[config.mk]
export PLATFORM = sky130hd
export DESIGN_NAME = bit_serializer
export DESIGN_NICKNAME = d
export VERILOG_FILES = /design/src/rtl/ser_pkg.sv /design/src/rtl/ser_bit_counter.sv /design/src/rtl/bit_serializer.sv
export SDC_FILE = /design/constraint.sdc
export NUM_CORES = 1
export LEC_CHECK = 0
export ABC_AREA = 1
export CAP_MARGIN = 20
export CORE_MARGIN = 3
export CORE_UTILIZATION = 40
export CTS_BUF_LIST = sky130_fd_sc_hd__clkbuf_16
export DETAILED_ROUTE_END_ITERATION = 8
export GPL_TIMING_DRIVEN = 0
export HOLD_SLACK_MARGIN = 0.06
export PLACE_DENSITY = 0.71
export SLEW_MARGIN = 0
export SYNTH_ARGS = -nofsm -noshare
export SYNTH_HDL_FRONTEND = slang
export SYNTH_SLANG_ARGS = --single-unit
[constraint.sdc]
create_clock -name clk -period 1.6 [get_ports clk]
set_input_delay 0.32 -clock clk [delete_from_list [all_inputs] [get_ports clk]]
set_output_delay 0.32 -clock clk [all_outputs]
set_load 0.05 [all_outputs]
[src/rtl/ser_pkg.sv]
// Shared definitions for the bit serializer: FSM state encoding, the
// default word width and the counter-width helper.
// Optional feature macro: SERIALIZER_PARITY_EN (adds the PARITY state).
package ser_pkg;

    localparam int SER_WIDTH_DEFAULT = 8;

`ifdef SERIALIZER_PARITY_EN
    typedef enum logic [1:0] {
        ST_IDLE   = 2'd0,
        ST_SHIFT  = 2'd1,
        ST_PARITY = 2'd2
    } ser_state_e;
`else
    typedef enum logic [1:0] {
        ST_IDLE  = 2'd0,
        ST_SHIFT = 2'd1
    } ser_state_e;
`endif

    // Bits needed to hold a count from 0 up to and including max_count.
    function automatic int ser_cnt_width(input int max_count);
        return $clog2(max_count + 1);
    endfunction

endpackage

[src/rtl/ser_bit_counter.sv]
// Frame bit counter for the serializer. Holds the number of frame data
// bits presented so far (including the one currently on W). A load starts
// a new frame at 1, clear returns to 0, and enable advances the count,
// saturating at MAX so the value can never wrap.
module ser_bit_counter
    import ser_pkg::*;
#(
    parameter int MAX = SER_WIDTH_DEFAULT,
    parameter int CW  = ser_cnt_width(MAX)
) (
    input  logic          clk,
    input  logic          reset,
    input  logic          clear,
    input  logic          load,
    input  logic          enable,
    output logic [CW-1:0] count,
    output logic          tc
);

    // Load has priority so a back-to-back frame restarts cleanly at 1.
    always_ff @(posedge clk or negedge reset) begin
        if (!reset) begin
            count <= '0;
        end else if (load) begin
            count <= CW'(1);
        end else if (clear) begin
            count <= '0;
        end else if (enable && (count != CW'(MAX))) begin
            count <= count + CW'(1);
        end
    end

    // Terminal count: the last data bit of the frame is on W.
    assign tc = (count == CW'(MAX));

endmodule

[src/rtl/bit_serializer.sv]
// Parallel-to-serial converter feeding a downstream FSM W input.
// A word is accepted on a valid/ready transfer and emitted MSB first, one
// bit per clock, on the registered outputs W / w_valid / w_last.
// Optional feature macro: SERIALIZER_PARITY_EN appends one even-parity bit
// after the data bits.
//
// Handshake: a word transfers on any posedge where in_valid and in_ready
// are both 1. in_ready depends only on state and bit counter (never on
// in_valid); it is 1 in IDLE and in the final frame-bit cycle, which lets
// the next frame follow the current one with no idle cycle in between.
// Inputs presented while in_ready is 0 are ignored.
module bit_serializer
    import ser_pkg::*;
#(
    parameter int WIDTH = SER_WIDTH_DEFAULT
) (
    input  logic             clk,
    input  logic             reset,
    input  logic             in_valid,
    input  logic [WIDTH-1:0] in_data,
    output logic             in_ready,
    output logic             W,
    output logic             w_valid,
    output logic             w_last,
    output ser_state_e       state_dbg
);

    localparam int CW = ser_cnt_width(WIDTH);

    if ((WIDTH < 1) || (WIDTH > 32)) begin : g_bad_width
        $error("bit_serializer: WIDTH must be in 1..32");
    end

    ser_state_e       state;
    logic [WIDTH-1:0] shreg;      // bits still to be emitted, next at MSB
    logic [CW-1:0]    bit_cnt;
    logic             cnt_tc;
    logic             final_bit;  // the bit on W now ends the frame
    logic             transfer;
    logic             first_last; // w_last for the first bit of a new frame
    logic             next_last;  // w_last for the next data bit in SHIFT

`ifdef SERIALIZER_PARITY_EN
    logic             parity_q;   // even parity of the captured word

    // With parity the frame ends on the parity cycle, never on a data bit.
    assign final_bit  = (state == ST_PARITY);
    assign first_last = 1'b0;
    assign next_last  = 1'b0;
`else
    assign final_bit  = (state == ST_SHIFT) && cnt_tc;
    assign first_last = (WIDTH == 1);
    assign next_last  = (bit_cnt == CW'(WIDTH - 1));
`endif

    // Ready decoded from state and counter only.
    assign in_ready  = (state == ST_IDLE) || final_bit;
    assign transfer  = in_valid && in_ready;
    assign state_dbg = state;

    ser_bit_counter #(
        .MAX (WIDTH),
        .CW  (CW)
    ) u_bit_counter (
        .clk    (clk),
        .reset  (reset),
        .clear  (final_bit && !transfer),
        .load   (transfer),
        .enable ((state == ST_SHIFT) && !cnt_tc),
        .count  (bit_cnt),
        .tc     (cnt_tc)
    );

    // Frame FSM with registered serial outputs. A transfer can only happen
    // in IDLE or on the final bit, and in both cases it starts a new frame
    // by putting the new MSB on W at the next edge.
    always_ff @(posedge clk or negedge reset) begin
        if (!reset) begin
            state   <= ST_IDLE;
            shreg   <= '0;
            W       <= 1'b0;
            w_valid <= 1'b0;
            w_last  <= 1'b0;
`ifdef SERIALIZER_PARITY_EN
            parity_q <= 1'b0;
`endif
        end else if (transfer) begin
            state   <= ST_SHIFT;
            W       <= in_data[WIDTH-1];
            shreg   <= in_data << 1;
            w_valid <= 1'b1;
            w_last  <= first_last;
`ifdef SERIALIZER_PARITY_EN
            parity_q <= ^in_data;
`endif
        end else begin
            case (state)
                ST_SHIFT: begin
                    if (!cnt_tc) begin
                        W       <= shreg[WIDTH-1];
                        shreg   <= shreg << 1;
                        w_valid <= 1'b1;
                        w_last  <= next_last;
                    end else begin
`ifdef SERIALIZER_PARITY_EN
                        state   <= ST_PARITY;
                        W       <= parity_q;
                        w_valid <= 1'b1;
                        w_last  <= 1'b1;
`else
                        state   <= ST_IDLE;
                        W       <= 1'b0;
                        w_valid <= 1'b0;
                        w_last  <= 1'b0;
`endif
                    end
                end
`ifdef SERIALIZER_PARITY_EN
                ST_PARITY: begin
                    state   <= ST_IDLE;
                    W       <= 1'b0;
                    w_valid <= 1'b0;
                    w_last  <= 1'b0;
                end
`endif
                default: begin
                    state   <= ST_IDLE;
                    W       <= 1'b0;
                    w_valid <= 1'b0;
                    w_last  <= 1'b0;
                end
            endcase
        end
    end

endmodule

### Word-level counts from Yosys, hierarchy flattened

Index checks and enable logic that the tools add are counted.

* add/subtract/negate cells: 1
* equality and inequality tests: 6
* mux-type cells: 18
* reductions and logical operators: 12

Operators by type and width (number)
* $mux 8: 3
* $mux 4: 3
* $mux 1: 9
* $mux 2: 3
* $logic_and 1x1->1: 5
* $add 4x1->4 const B: 1
* $eq 4x3->1 const B: 1
* $eq 4x4->1 const B: 1
* $ne 4x4->1 const B: 1
* $ne 3x3->1 const B: 1
* $reduce_bool 3->1: 1
* $eq 2x1->1 const B: 1
* $logic_not 1->1: 2
* $logic_not 2->1: 1
* $ne 2x1->1 const B: 1
* $reduce_and 2->1: 1
* $reduce_bool 2->1: 1
* $logic_or 1x1->1: 1

* register bits after elaboration: 17
* input port bits: 11
* output and inout bits: 6
* word-level logic and storage cells: 43

### Longest topological paths before layout

Gate-level depths: netlist of the first run.

* depth after elaboration: 8
* mapped depth: 7
* depth with buffers taken out: 7

### Modules after synthesis

Synthesis of the first run repeated with hierarchy kept, for this count alone.

* cell total of the unflattened synthesis: 90
* area total of the unflattened synthesis: 832.0 µm²

By module, submodules not included
* bit_serializer: times used 1, cells an instance 58, area an instance 576.8 µm², seq. area each 275.3 µm²
* ser_bit_counter: times used 1, cells an instance 32, area an instance 255.2 µm², seq. area each 100.1 µm²

### Least setup slack after synthesis of the first run

No wires, ideal clock.

* path type: reg2out
* start point: register u_bit_counter.count[0]
* end point: output port in_ready
* arrival time: 0.995 ns
* data required time: 1.280 ns
* path slack: 0.285 ns
* cell stages (with the launch flop): 6
* path buffers: 1
* cells stage by stage: dfrtp_1 -> inv_1 -> ha_1 -> nand3_2 -> nand2_4 -> buf_6

* word-level cells in the longest chain between the ends: 3

RTL lines
* start: declaration: RTL line ser_bit_counter.sv:16 `output logic [CW-1:0] count,`
* start signal: assignment: RTL line ser_bit_counter.sv:29 `count <= count + CW'(1);`
* $eq 4x4->1: RTL line ser_bit_counter.sv:34 `assign tc = (count == CW'(MAX));`
* $logic_and 1x1->1: RTL line bit_serializer.sv:51 `assign final_bit = (state == ST_SHIFT) && cnt_tc;`
* $logic_or 1x1->1: RTL line bit_serializer.sv:57 `assign in_ready = (state == ST_IDLE) || final_bit;`
* end: declaration: RTL line bit_serializer.sv:21 `output logic in_ready,`

Every way passes these cells.

### Worst setup path after layout of the first run

Ends and elaborated chain as after synthesis.

==> results of run 1 <==
-- cell usage in the layout, fill, tap and decap left out --
cell type,count
dlygate4sd2_1,3
buf_4,8
clkbuf_4,1
inv_1,4
inv_2,3
clkdlybuf4s50_1,10
nand3_1,24
clkinv_1,1
nand2_1,20
clkbuf_16,3
xnor2_1,1
o22ai_2,2
ha_1,1
nor2_1,5
clkbuf_2,1
ha_4,1
nand3_4,1
buf_8,1
dfrtp_1,15
nand2_8,1
buf_6,1
nor2_2,1
conb_1,1
-- cell type report --
cell class              count  share of cell area
multi-input cells          58              0.3115
clock buffers               3             0.07026
repair buffers             22              0.1862
flip-flops and latches     15              0.3513
plain buffers               3             0.02459
inverters                   7             0.02459
well taps                  24             0.02810
clock inverters             1            0.003513
-- routing by layer --
metal	track usage	share of wire	up-vias	wire length (µm)
met5	0	0	-	0
met4	0.04265	0.011	0	17
met3	0.03364	0.065	2	100
met2	0.2098	0.46	20	708
met1	0.1635	0.46	289	713
li1	-	-	324	-
-- repair_timing --
item | CTS | global route
pin swaps | 0 | 1
hold buffers | 0 | 0
buffers inserted | 0 | 7
setup endpoints to repair | 5 | 1
gates resized for setup | 15 | 6
-- power by group through the flow --
stage	combinational [mW]	clock, mW	sequential (mW)
2_1_floorplan	0.511	0	0.692
3_3_place_gp	0.774	0	0.616
3_5_place_dp	0.790	0	0.622
4_1_cts	0.809	0.487	0.618
5_1_grt	1.05	0.511	0.641
6_report	0.954	0.481	0.621
-- registers in the layout, indices dropped and copies added, names as in the netlist --
register / flops
W: 1
u_bit_counter.count: 4
w_last: 1
state_dbg: 1
w_valid: 1
shreg: 7
-- logic make-up after synthesis --
| kind of cell | synth area share |
|---|---|
| DFF | 0.5051 |
| adders and majority gates | 0.03366 |
| xor gates and xnor gates | 0.01179 |
| AOI/OAI and AO/OA | 0.03366 |
| and+or+nand+nor | 0.3249 |
| other | 0.005046 |
| buffers and inverters | 0.08586 |
-- worst reg2reg max path, cell delays in order, from the launching register on --
cell	delay [ns]
dfrtp_1	0.37
inv_2	0.07
ha_4	0.17
nand3_4	0.09
nand2_8	0.08
buf_4	0.16
buf_6	0.13
nand3_1	0.08
nand3_1	0.08
-- per-stage QoR --
| step | total power [mW] | hold WS [ns] |
|---|---|---|
| 6_report | 2.056 | 0.4823 |
| 5_1_grt | 2.197 | 0.5161 |
| 4_1_cts | 1.913 | 0.4934 |
| 3_5_place_dp | 1.411 | 0.4816 |
| 3_3_place_gp | 1.390 | 0.4738 |
| 2_1_floorplan | 1.203 | 0.02441 |
-- worst paths after layout --
path	endpoint	slack, ns	cells past startpoint
worst max-delay path	in_ready	0.05	5
worst min-delay path	shreg[2]	0.48	1
worst max register to register	shreg[5]	0.26	8
worst min register to register	shreg[4]	0.49	2
max in group asynchronous	u_bit_counter.count[3]	0.70	1
min in group clk	shreg[4]	0.49	2
==> results.yml, run 1 <==
placed_design:
  dpl_cell_area_um2: 923.4
  gp_congestion: 0.8345
  pre_cts_ws_ns: -0.5419
  numPortBuffers: 15
  placedCellCount: 123
  hpwl_mm: 1.037
timing:
  layout_setup_ws_ns: 0.05409
  fmax_ghz: 0.6469
  hold_viol_final: 0
  worst_slew_pin_slew_ns: 0.6571
  rsz0062_at_grt: "no"
  worst_clock_skew_ns: 0.002758
  relSlewSlack: 0.5605
  fin_crit_sh: 0.9662
  fin_tns_setup_ns: 0
  setup_violations: 0
  slew_violations: 0
  min_period_ns: 1.546
clocking:
  clk_pin_slew_ns: 0.05
  ctsLongestPathBuffers: 2
  cts_tree: "built"
  clock-root-buffer: "clkbuf_16"
  cts_num_sinks: 15
  cts_buffers: 3
  htreeDepth: 1
  clock_latency_ns: 0.24
global_routing:
  grt_pass1_vias: 562
  antenna_found_initial: 0
  grt_overflow_total: 0
  grt_max_degree: 16
  grt_pass1_wl_mm: 2.415
  grt_util_all_layers: 0.1286
power_and_ir_drop:
  power_frac_clock: 0.234
  irDropWorstVdd_mv: 1.103
  p_int_mw: 1.266
  switching_share: 0.3842
  seqPwrFrac: 0.302
  p_sw_mw: 0.7901
  powerDensity_nw_per_um2: 1924
  combPwrFrac: 0.464
  p_leak_nw: 0.5201
logic_synthesis:
  syn_inst: 84
  netlist.area_leader.share: 0.5051
  synth_cell_types: 17
  synthFlopType: "dfrtp_1"
  ys_seq_area_frac: 0.5051
  yosysTopAreaCell: "dfrtp_1"
  avgSynthCellArea_um2: 8.848
  synthesis.area_um2: 743.2
  yosysMostFrequentCell: "nand3_1"
  synthTopCellsByCount: "nand3_1 (24), nand2_1 (20), dfrtp_1 (15)"
  syn-num-nets: 97
  ys_warn_count: 0
  ys_ff_latch: 15
  synth_area_leaders: "dfrtp_1 (51%), nand3_1 (16%), nand2_1 (10%)"
  ys_async_sr_fraction: 1.000
  synth_edf_count: 0
cells_and_area:
  nNetsFinal: 123
  fin_cells: 133
  utilization: 0.6559
  design_area_um2: 1069
  multi_input_area_um2: 332.8
  n_antenna_cell: 0
  area.growth.synth_to_final_pct: 43.77
  fill_cells: 133
  seq_area_um2: 375.4
  drive_gt1_frac: 0.2202
worst_setup_path:
  setup.worst_path.end_class: "output port"
  critPathMaxStageDelay_ns: 0.40
  r2r-start: "u_bit_counter.count[0]"
  crit_path_start: "u_bit_counter.count[0]"
  startpoint_type: "flip-flop"
  critPathTopFamily: "flip-flops"
  crit_fanout: 8
  cp.arrival_ns: 1.23
  crit_chain: "inv_2, ha_4, nand3_4, nand2_8, buf_8"
  worstPathRequired_ns: 1.28
  crit_type: "flip-flop to output port"
  path_buf_inv: 2
  cp_slowest_cell: "dfrtp_1"
detailed_routing:
  avgRoutedWirePerCell_um: 11.57
  vias_per_cell: 4.774
  drc: 0
  firstDrtPassIters: 4
  routed-via-count: 635
  first_iter_violations: 8
  wirelength_mm: 1.539
  ant_nets: 0
floorplan:
  initial_core_util: 0.4562
  fp.dieW_um: 49.11
  die_area_um2: 2411
  coreArea_um2: 1629
  die_y_um: 49.11
  num_rows: 14
  io_pins: 17
hold_path:
  hp-class: "input pin to asynchronous set/reset pin"
flow_run:
  cap_viol_max_count: 0
outcome:
  status: "complete, no violations"
No activity file was read; power rests on OpenSTA's default activity.
==> run 2, diff against run 1 <==
--- a/config.mk
+++ b/config.mk
@@ -11,6 +11,7 @@
 export CORE_UTILIZATION = 40
 export CTS_BUF_LIST = sky130_fd_sc_hd__clkbuf_16
 export DETAILED_ROUTE_END_ITERATION = 8
+export GPL_ROUTABILITY_DRIVEN = 0
 export GPL_TIMING_DRIVEN = 0
 export HOLD_SLACK_MARGIN = 0.06
 export PLACE_DENSITY = 0.71
==> results of run 2 <==
Final layout, timing and power as in run 1 (identical DEF).
